===== config.mk =====
export PLATFORM = sky130hd
export DESIGN_NAME = fp_adder_share_arbiter
export DESIGN_NICKNAME = d
export VERILOG_FILES = /design/src/rtl/fp_adder_share_arbiter.sv
export SDC_FILE = /design/constraint.sdc
export NUM_CORES = 1
export LEC_CHECK = 0
export ABC_AREA = 0
export BUFFER_PORTS_ARGS = -buffer_cell sky130_fd_sc_hd__buf_2
export CAP_MARGIN = 20
export CORE_AREA = 2 2 259 261
export DETAILED_ROUTE_END_ITERATION = 10
export DIE_AREA = 0 0 261 263
export HOLD_SLACK_MARGIN = 0.03
export PLACE_DENSITY = 0.5
export SLEW_MARGIN = 20
export SYNTH_ARGS = -nofsm -noshare
export SYNTH_HDL_FRONTEND = slang
export SYNTH_SLANG_ARGS = --single-unit

===== constraint.sdc =====
create_clock -name clock -period 4.4 [get_ports clock]
set_input_delay 0.66 -clock clock [delete_from_list [all_inputs] [get_ports clock]]
set_output_delay 0.66 -clock clock [all_outputs]
set_load 0.005 [all_outputs]

===== src/rtl/fp_adder_share_arbiter.sv =====
// Shares one pipelined FP adder between four CORDIC requesters: round-robin issue,
// per-requester credit limits, tag-based response routing and tag error detection.
module fp_adder_share_arbiter #(
  parameter int unsigned LATENCY     = 5,
  parameter int unsigned MAX_OUT     = 4,
  parameter logic [3:0]  IDLE_OPCODE = 4'hF
) (
  input  logic         clock,
  input  logic         reset,
  input  logic [3:0]   req_valid,
  output logic [3:0]   req_ready,
  input  logic [127:0] req_a,
  input  logic [127:0] req_b,
  input  logic [15:0]  req_opcode,
  input  logic [127:0] req_z,
  output logic [31:0]  adder_a,
  output logic [31:0]  adder_b,
  output logic [3:0]   adder_opcode,
  output logic [31:0]  adder_z,
  output logic [7:0]   adder_tag,
  input  logic [31:0]  adder_sum,
  input  logic         adder_done,
  input  logic [31:0]  adder_z_out,
  input  logic [7:0]   adder_tag_out,
  output logic [3:0]   rsp_valid,
  output logic [31:0]  rsp_sum,
  output logic [31:0]  rsp_z,
  output logic         busy,
  output logic         tag_err
);

  localparam int unsigned   FW         = $clog2(LATENCY + 2);
  localparam logic [FW-1:0] FLUSH_INIT = FW'(LATENCY + 1);
  localparam logic [5:0]    MAX_OUT_C  = 6'(MAX_OUT);

  logic [1:0]    r_rr_ptr;
  logic [5:0]    r_outstanding [4];
  logic [5:0]    r_seq_issue   [4];
  logic [5:0]    r_seq_exp     [4];
  logic [FW-1:0] r_flush;

  logic [31:0] r_adder_a;
  logic [31:0] r_adder_b;
  logic [3:0]  r_adder_opcode;
  logic [31:0] r_adder_z;
  logic [7:0]  r_adder_tag;
  logic [3:0]  r_rsp_valid;
  logic [31:0] r_rsp_sum;
  logic [31:0] r_rsp_z;
  logic        r_busy;
  logic        r_tag_err;

  logic [3:0] w_eligible;
  logic [3:0] w_grant;
  logic [1:0] w_grant_id;
  logic       w_grant_any;

  logic [1:0] w_ret_id;
  logic [5:0] w_ret_seq;
  logic       w_ret_live;
  logic       w_ret_ok;
  logic       w_ret_spurious;
  logic       w_ret_seq_bad;

  logic [5:0] w_out_nxt [4];
  logic       w_busy_nxt;

  always_comb begin
    for (int i = 0; i < 4; i++) begin
      w_eligible[i] = req_valid[i] && (r_outstanding[i] < MAX_OUT_C) && !reset;
    end
  end

  always_comb begin
    w_grant     = '0;
    w_grant_id  = '0;
    w_grant_any = 1'b0;
    for (int k = 0; k < 4; k++) begin
      if (!w_grant_any && w_eligible[r_rr_ptr + 2'(k)]) begin
        w_grant_any = 1'b1;
        w_grant_id  = r_rr_ptr + 2'(k);
      end
    end
    if (w_grant_any) begin
      w_grant[w_grant_id] = 1'b1;
    end
  end

  // Returns are ignored entirely while the flush window is open, so a stale Done
  // left in the adder by a mid-flight reset can never alias a fresh operation.
  assign w_ret_id       = adder_tag_out[7:6];
  assign w_ret_seq      = adder_tag_out[5:0];
  assign w_ret_live     = adder_done && (r_flush == '0);
  assign w_ret_ok       = w_ret_live && (r_outstanding[w_ret_id] != '0);
  assign w_ret_spurious = w_ret_live && (r_outstanding[w_ret_id] == '0);
  assign w_ret_seq_bad  = w_ret_ok && (w_ret_seq != r_seq_exp[w_ret_id]);

  always_comb begin
    w_busy_nxt = 1'b0;
    for (int i = 0; i < 4; i++) begin
      w_out_nxt[i] = r_outstanding[i];
      if (w_grant[i] && !(w_ret_ok && (w_ret_id == 2'(i)))) begin
        w_out_nxt[i] = r_outstanding[i] + 6'd1;
      end else if (!w_grant[i] && w_ret_ok && (w_ret_id == 2'(i))) begin
        w_out_nxt[i] = r_outstanding[i] - 6'd1;
      end
      w_busy_nxt = w_busy_nxt | (w_out_nxt[i] != '0);
    end
  end

  always_ff @(posedge clock) begin
    if (reset) begin
      r_rr_ptr       <= '0;
      r_flush        <= FLUSH_INIT;
      r_adder_a      <= '0;
      r_adder_b      <= '0;
      r_adder_opcode <= IDLE_OPCODE;
      r_adder_z      <= '0;
      r_adder_tag    <= '0;
      r_rsp_valid    <= '0;
      r_rsp_sum      <= '0;
      r_rsp_z        <= '0;
      r_busy         <= 1'b0;
      r_tag_err      <= 1'b0;
      for (int i = 0; i < 4; i++) begin
        r_outstanding[i] <= '0;
        r_seq_issue[i]   <= '0;
        r_seq_exp[i]     <= '0;
      end
    end else begin
      if (r_flush != '0) begin
        r_flush <= r_flush - FW'(1);
      end

      if (w_grant_any) begin
        r_rr_ptr                <= w_grant_id + 2'd1;
        r_adder_a               <= req_a[{w_grant_id, 5'b0} +: 32];
        r_adder_b               <= req_b[{w_grant_id, 5'b0} +: 32];
        r_adder_z               <= req_z[{w_grant_id, 5'b0} +: 32];
        r_adder_opcode          <= req_opcode[{w_grant_id, 2'b0} +: 4];
        r_adder_tag             <= {w_grant_id, r_seq_issue[w_grant_id]};
        r_seq_issue[w_grant_id] <= r_seq_issue[w_grant_id] + 6'd1;
      end else begin
        r_adder_opcode <= IDLE_OPCODE;
      end

      for (int i = 0; i < 4; i++) begin
        r_outstanding[i] <= w_out_nxt[i];
      end
      r_busy <= w_busy_nxt;

      r_rsp_valid <= w_ret_ok ? (4'b0001 << w_ret_id) : 4'b0000;
      if (w_ret_ok) begin
        r_rsp_sum           <= adder_sum;
        r_rsp_z             <= adder_z_out;
        // Resync to the received sequence so one bad tag flags once, not forever.
        r_seq_exp[w_ret_id] <= w_ret_seq + 6'd1;
      end

      if (w_ret_seq_bad || w_ret_spurious) begin
        r_tag_err <= 1'b1;
      end
    end
  end

  assign req_ready    = w_grant;
  assign adder_a      = r_adder_a;
  assign adder_b      = r_adder_b;
  assign adder_opcode = r_adder_opcode;
  assign adder_z      = r_adder_z;
  assign adder_tag    = r_adder_tag;
  assign rsp_valid    = r_rsp_valid;
  assign rsp_sum      = r_rsp_sum;
  assign rsp_z        = r_rsp_z;
  assign busy         = r_busy;
  assign tag_err      = r_tag_err;

endmodule


# Word-level counts from Yosys, hierarchy flattened
# Memories as Yosys holds them, arrays and structs flattened.
# Cells that the tools add are included.
[word_totals] n_memories=3 ff_bits=183 output_inout_bits=182 ramBits=72 inputBits=479
[classes] bitwise_logic=9 addsub=15 reduce_logical=58 n_eq_ne=4 n_lt_le_gt_ge=10 shift=5 n_mux=46
[memory_table] name="r_outstanding" depth=4 word_bits=6 rd=5 rd_clocked_by_memory_dff=0 write_ports=4 line="37" source="logic [5:0] r_outstanding [4];"
[memory_table] name="r_seq_exp" depth=4 word_bits=6 rd=1 rd_clocked_by_memory_dff=0 write_ports=4 line="39" source="logic [5:0] r_seq_exp [4];"
[memory_table] name="r_seq_issue" depth=4 word_bits=6 rd=1 rd_clocked_by_memory_dff=0 write_ports=4 line="38" source="logic [5:0] r_seq_issue [4];"
[ops] operator="variable part select 128 x 8 -> 32 bit" count=3
[ops] operator="2-to-1 mux 6 bit" count=14
[ops] operator="adder 6 x 1 -> 6 bit (second input constant)" count=6
[ops] operator="logical AND 1 bit" count=32
[ops] operator="nonzero test 6 bit" count=5
[ops] operator="< comparator 6 x 3 -> 1 bit (second input constant)" count=4
[ops] operator="subtractor 6 x 1 -> 6 bit (second input constant)" count=4
[ops] operator="2-to-1 mux 1 bit" count=20
[ops] operator="variable part select 16 x 5 -> 4 bit" count=1
[ops] operator="< comparator 2 x 3 -> 1 bit (second input constant)" count=5
[ops] operator="zero test 1 bit" count=12
[ops] operator="2-to-1 mux 2 bit" count=6
[ops] operator="OR reduction 6 bit" count=2
[ops] operator="binary-select mux 1 bit (select 2 bit)" count=4
[ops] operator="bitwise OR 1 bit" count=7
[ops] operator="zero test 6 bit" count=1
[ops] operator="inequality test 6 bit" count=1
[ops] operator="adder 2 x 1 -> 2 bit (second input constant)" count=2
[ops] operator="adder 2 bit (second input constant)" count=2
[ops] operator="equality test 2 bit (second input constant)" count=2
[ops] operator="2-to-1 mux 4 bit" count=1
[ops] operator="OR reduction 2 bit" count=2
[ops] operator="<< shifter 1 x 2 -> 4 bit (first input constant)" count=1
[ops] operator="zero test 3 bit" count=1
[ops] operator="8 further kinds" count=9

# Logic depth before layout (Yosys ltp)
[logic_depth] word_depth=29 depth_mapped=18 mapped_depth_nobuf=13

# Least setup slack after synthesis
# Ideal clock, no wire load.
[synth_timing] path_kind="register -> register" start="memory r_outstanding[0][3]" end="register r_busy, in the netlist busy" arrival_ns=3.975 slack_ns=0.286 setup_time_ns=0.138 synth_period_minus_slack_ns=4.114 path_stages_with_launch=18 path_cell_list="dfxtp_1 -> buf_6 -> or4_4 -> nor3_1 -> a21oi_1 -> o211ai_2 -> buf_2 -> clkbuf_1 -> buf_2 -> buf_2 -> ha_1 -> o31ai_1 -> clkbuf_1 -> xnor2_1 -> o311ai_0 -> and4_1 -> and3_1 -> a41oi_1"
[synth_lines] element="start, declared" line="37"
[synth_lines] element="end signal, assigned" line="150" source="r_busy <= w_busy_nxt;"
[synth_lines] element="end, declared" line="50" source="logic r_busy;"

==> summary.txt <==
Setup path
  • Reg2Reg Setup Slack: 0.49 ns
  • Crit path cell chain: or4_4 -> or3_1 -> a31oi_2 -> nand2b_4 -> inv_2 -> ha_1 -> o31ai_1 -> inv_2 -> buf_2
  • CP max-delay cell: or4_4
  • Critical Path Stages: 9
  • CP Capture Type: primary output
  • Worst-path maximum fanout: 12
  • CP Launch Type: flop
  • WS Path Type: flop to primary output
  • Critical path's largest stage delay: 0.61 ns
  • R2R Path End: r_seq_issue[0][2]$_SDFFCE_PN0P_
  • CP bufs+invs: 3
  • CP arrival: about 3.5 ns
  • Top delay family on crit path: simple AND/OR/NAND/NOR gates
  • RR Startpoint: r_outstanding[0][2]$_SDFF_PP0_
  • Worst reg-to-reg path cell count: 12
  • Cell mode on critical path: inv_2
  • Data required, critical path: around 3.7 ns

Yosys
  • Sequential fraction of the synthesis area: a little over two fifths
  • Gate Count Post-Synth: ~1600
  • Post-synth cell types: 60
  • FF+latch count, synth: 255
  • Async set-reset flop share out of synthesis: 0%
  • Mapped cell area: about 13000 µm²
  • Warnings, synthesis: 0
  • Synthesized area per cell: between 8 and 9 µm²
  • Syn nets: roughly 2100
  • Post-synth EDFFs: 48
  • Synth Flop Type: dfxtp_1

Clock tree
  • H-tree depth: 2
  • Number of gates resized after cts: 0
  • Num CTS Buffers: 34
  • CTS root buffer: clkbuf_16
  • Buffer count from post-CTS setup fixing: 0
  • Worst-Skew Late Latency: approximately 0.54 ns
  • Reg clk slew, reported paths: approximately 0.060 ns
  • CTS tree: yes
  • Sink Count: ~260
  • CTS Buffer Depth: 3
  • CTS hold repair buffers: 0

Global route
  • Global-route wire length before repair: between 80000 and 90000 µm
  • Grt total ovfl: 0
  • Antenna violations before repair: 27
  • All-Layer GR Usage: between 10% and 20%
  • Largest net degree at the start of global routing: 129
  • Vias in the first global route: approximately 14000

Timing
  • Final worst slack: around 0.25 ns
  • Worst Max-Slew Pin Slew: a little over 1 ns
  • Slew Limit Fails: 0
  • Slew headroom: between 30% and 40%
  • Final setup violation count: 0
  • Max Clk Rate: between 200 and 250 MHz
  • Unrepaired setup endpoints after global routing: false
  • Fin. Hold Viols: 0
  • Post-layout minimum cycle time: approximately 4.1 ns
  • Clk_skew: about 0.025 ns
  • Final period utilization: 94.26%
  • Setup_tns: 0 ns

Die
  • Cell Rows: between 90 and 100
  • Die Area: between 60000 and 70000 µm²
  • Die Span Y: 263 µm
  • Die width: 261 µm
  • Starting Density: 19.72%
  • CORE AREA: between 60000 and 70000 µm²
  • Ports: approximately 660

Pwr
  • Pwr/cell area: 427.4 nW/µm²
  • Switching Share: a little under a third
  • Combinational power share: 25.5%
  • Seq pwr share: roughly 37%
  • Leakage: 8.918 nW
  • Switching power: between 2 and 2.5 mW
  • Max VDD drop: 275.1 µV
  • Clk pwr share: between 30% and 40%
  • Cell internal pwr: between 5 and 6 mW

Routing
  • Routed length on met3: 6435 µm
  • Routed wire length: 62520 µm
  • DR iter-0 viols: 715
  • DRC viols: 0
  • Met2 Routed Length: approximately 31000 µm
  • Top sig layer: met5
  • Metal-1 WL: approximately 23000 µm
  • Drt first pass iters: 6
  • Drt via density: 4.542
  • DRT antenna net count: 0
  • Routed via count: between 10000 and 15000
  • Detailed-route wire length per cell: roughly 20 µm

Min path
  • HP Start: adder_z_out[0]
  • Worst min path class: primary input to flop
  • Hold Path Cell Cnt: 3
  • Hold endpoint: rsp_z[0]$_SDFFE_PP0P_

Place
  • Pre-CTS WS: 0.4152 ns
  • Port Buf Inserts: between 600 and 700
  • Hpwl dp: slightly below 50000 µm
  • GP Congestion: roughly 0.91
  • # placed instances: ~3000

Run status
  • Outcome: finished, final reports clean

Cells and area
  • Fraction of layout cells with a size suffix above 1: between 30% and 40%
  • P&R area growth vs syn: 41.73%
  • Cell Count, Final, Fillers Out: 3107
  • Fillers: between 7000 and 8000
  • Fin nets: 2704

Run
  • Total of max-cap violations: 0
power groups by stage:
stage | Sequential [mW] | Combinational [mW] | Clock [mW]
6_report | 2.92 | 2.00 | 2.92
3_3_place_gp | 2.96 | 2.01 | 0
4_1_cts | 2.92 | 2.03 | 3.03
5_1_grt | 2.96 | 2.21 | 3.10
3_5_place_dp | 2.97 | 2.03 | 0
2_1_floorplan | 2.95 | 1.06 | 0
layer usage:
metal | vias up | track usage [%]
li1 | 6775 | -
met1 | 6543 | 18.68
met2 | 675 | 30.70
met3 | 104 | 6.374
met4 | 14 | 5.651
met5 | - | 0
worst min-delay path: cells and delay by family:
kind / cells / cell delay [ns]
AO/OA/AOI/OAI: 1 / 0.05
AND/OR/NAND/NOR: 1 / 0.04
buffers and inverters: 1 / 0.09
cell families (layout without fill, tap and decap cells):
| logic type | count (synthesis) | count (layout) | share of synthesized area, % |
|---|---|---|---|
| and+or+nand+nor | 653 | 653 | 21.17 |
| AOI/OAI and AO/OA | 387 | 387 | 17.88 |
| DFF | 255 | 255 | 43.17 |
| buffers and inverters | 136 | 772 | 4.187 |
| muxes | 115 | 115 | 9.680 |
| xor gates and xnor gates | 35 | 35 | 2.369 |
| adders and majority gates | 16 | 16 | 1.547 |
| other | 0 | 10 | 0 |
cell usage in the layout (no fill, tap or decap), types with 5 or more instances in the layout:
| cell | instances |
|---|---|
| nand2b_1 | 17 |
| nor2_1 | 119 |
| edfxtp_1 | 48 |
| nand4_1 | 11 |
| and3_1 | 8 |
| a211o_1 | 62 |
| mux2i_1 | 103 |
| a21oi_1 | 241 |
| or3_1 | 9 |
| nand2_1 | 421 |
| nand3_1 | 22 |
| buf_4 | 26 |
| buf_2 | 659 |
| o311ai_0 | 5 |
| clkbuf_16 | 34 |
| xnor2_1 | 24 |
| dfxtp_1 | 207 |
| clkinv_2 | 6 |
| nand3b_1 | 8 |
| mux4_2 | 7 |
| nor4_1 | 6 |
| a32oi_1 | 5 |
| xor2_1 | 11 |
| ha_1 | 16 |
| diode_2 | 10 |
| o21ai_0 | 41 |
| inv_1 | 21 |
| a211oi_1 | 6 |
| bufinv_16 | 5 |
| nor3_1 | 5 |
layout make-up:
cell class | instances | area [µm²] | share of cell area (%)
well taps | 864 | 1081 | 5.895
clock buffers | 40 | 903.4 | 4.926
diodes | 10 | 25.02 | 0.1365
flip-flops and latches | 255 | 5585 | 30.46
repair buffers | 688 | 3553 | 19.38
inverters | 24 | 92.59 | 0.5049
clock inverters | 20 | 245.2 | 1.337
multi-input cells | 1206 | 6852 | 37.36
registers in the layout, indices dropped and copies added (netlist names), 8 cells and up:
signal and count:
rsp_z 32, adder_b 32, adder_tag 8, r_seq_issue 24, rsp_sum 32, adder_a 32
r_seq_exp 24, adder_z 32, r_outstanding 24
cells in the mapped netlist (2+ instances only):
cell / count / area [µm²]
a211o_1: 62 / 543.0
a211oi_1: 6 / 45.04
a21oi_1: 241 / 1206
a31oi_1: 3 / 18.77
a32oi_1: 5 / 43.79
a41oi_1: 2 / 17.52
and2_1: 3 / 18.77
and3_1: 8 / 50.05
and4_1: 2 / 17.52
buf_1: 14 / 52.55
buf_2: 10 / 50.05
buf_6: 2 / 22.52
clkbuf_1: 85 / 319.1
dfxtp_1: 207 / 4144
edfxtp_1: 48 / 1441
ha_1: 16 / 200.2
inv_1: 22 / 82.58
inv_2: 2 / 7.510
mux2_2: 3 / 33.78
mux2_4: 2 / 30.03
mux2i_1: 103 / 1031
mux4_2: 7 / 157.7
nand2_1: 423 / 1588
nand2b_1: 18 / 112.6
nand3_1: 22 / 110.1
nand3b_1: 8 / 60.06
nand4_1: 11 / 68.82
nand4b_1: 2 / 17.52
nor2_1: 120 / 450.4
nor2b_1: 2 / 12.51
nor3_1: 5 / 25.02
nor4_1: 6 / 37.54
nor4b_1: 2 / 17.52
o21ai_0: 41 / 205.2
o21bai_1: 3 / 22.52
o22ai_1: 2 / 12.51
o311ai_0: 5 / 43.79
o31ai_1: 4 / 30.03
or2_2: 4 / 25.02
or3_1: 9 / 56.30
or4_1: 4 / 30.03
or4_4: 2 / 22.52
xnor2_1: 24 / 210.2
xor2_1: 11 / 96.34
per-stage QoR:
step	utilization, %	hold slack [ns]	total power, mW	cell area (µm²)
after floorplan	-	0.4388	4.008	12940
after global placement	26.15	0.4279	4.966	17160
after detailed placement	26.15	0.4346	4.996	17160
after CTS	27.90	0.3146	7.980	18310
after global routing	27.92	0.3302	8.266	18330
final	27.94	0.3575	7.838	18340
how the worst max path moves through the flow:
| stage | to | from | slack, ns |
|---|---|---|---|
| final | req_ready[3] | r_outstanding[0][2]$_SDFF_PP0_ | 0.25 |
| after global routing | req_ready[1] | r_outstanding[0][2]$_SDFF_PP0_ | 0.07 |
| after CTS | req_ready[1] | r_outstanding[0][2]$_SDFF_PP0_ | 0.23 |
| after detailed placement | busy$_SDFF_PP0_ | reset | 0.42 |
| after global placement | busy$_SDFF_PP0_ | reset | 0.33 |
| after floorplan | busy$_SDFF_PP0_ | r_outstanding[0][3]$_SDFF_PP0_ | 0.29 |
Power figures use the tool's default switching activity.
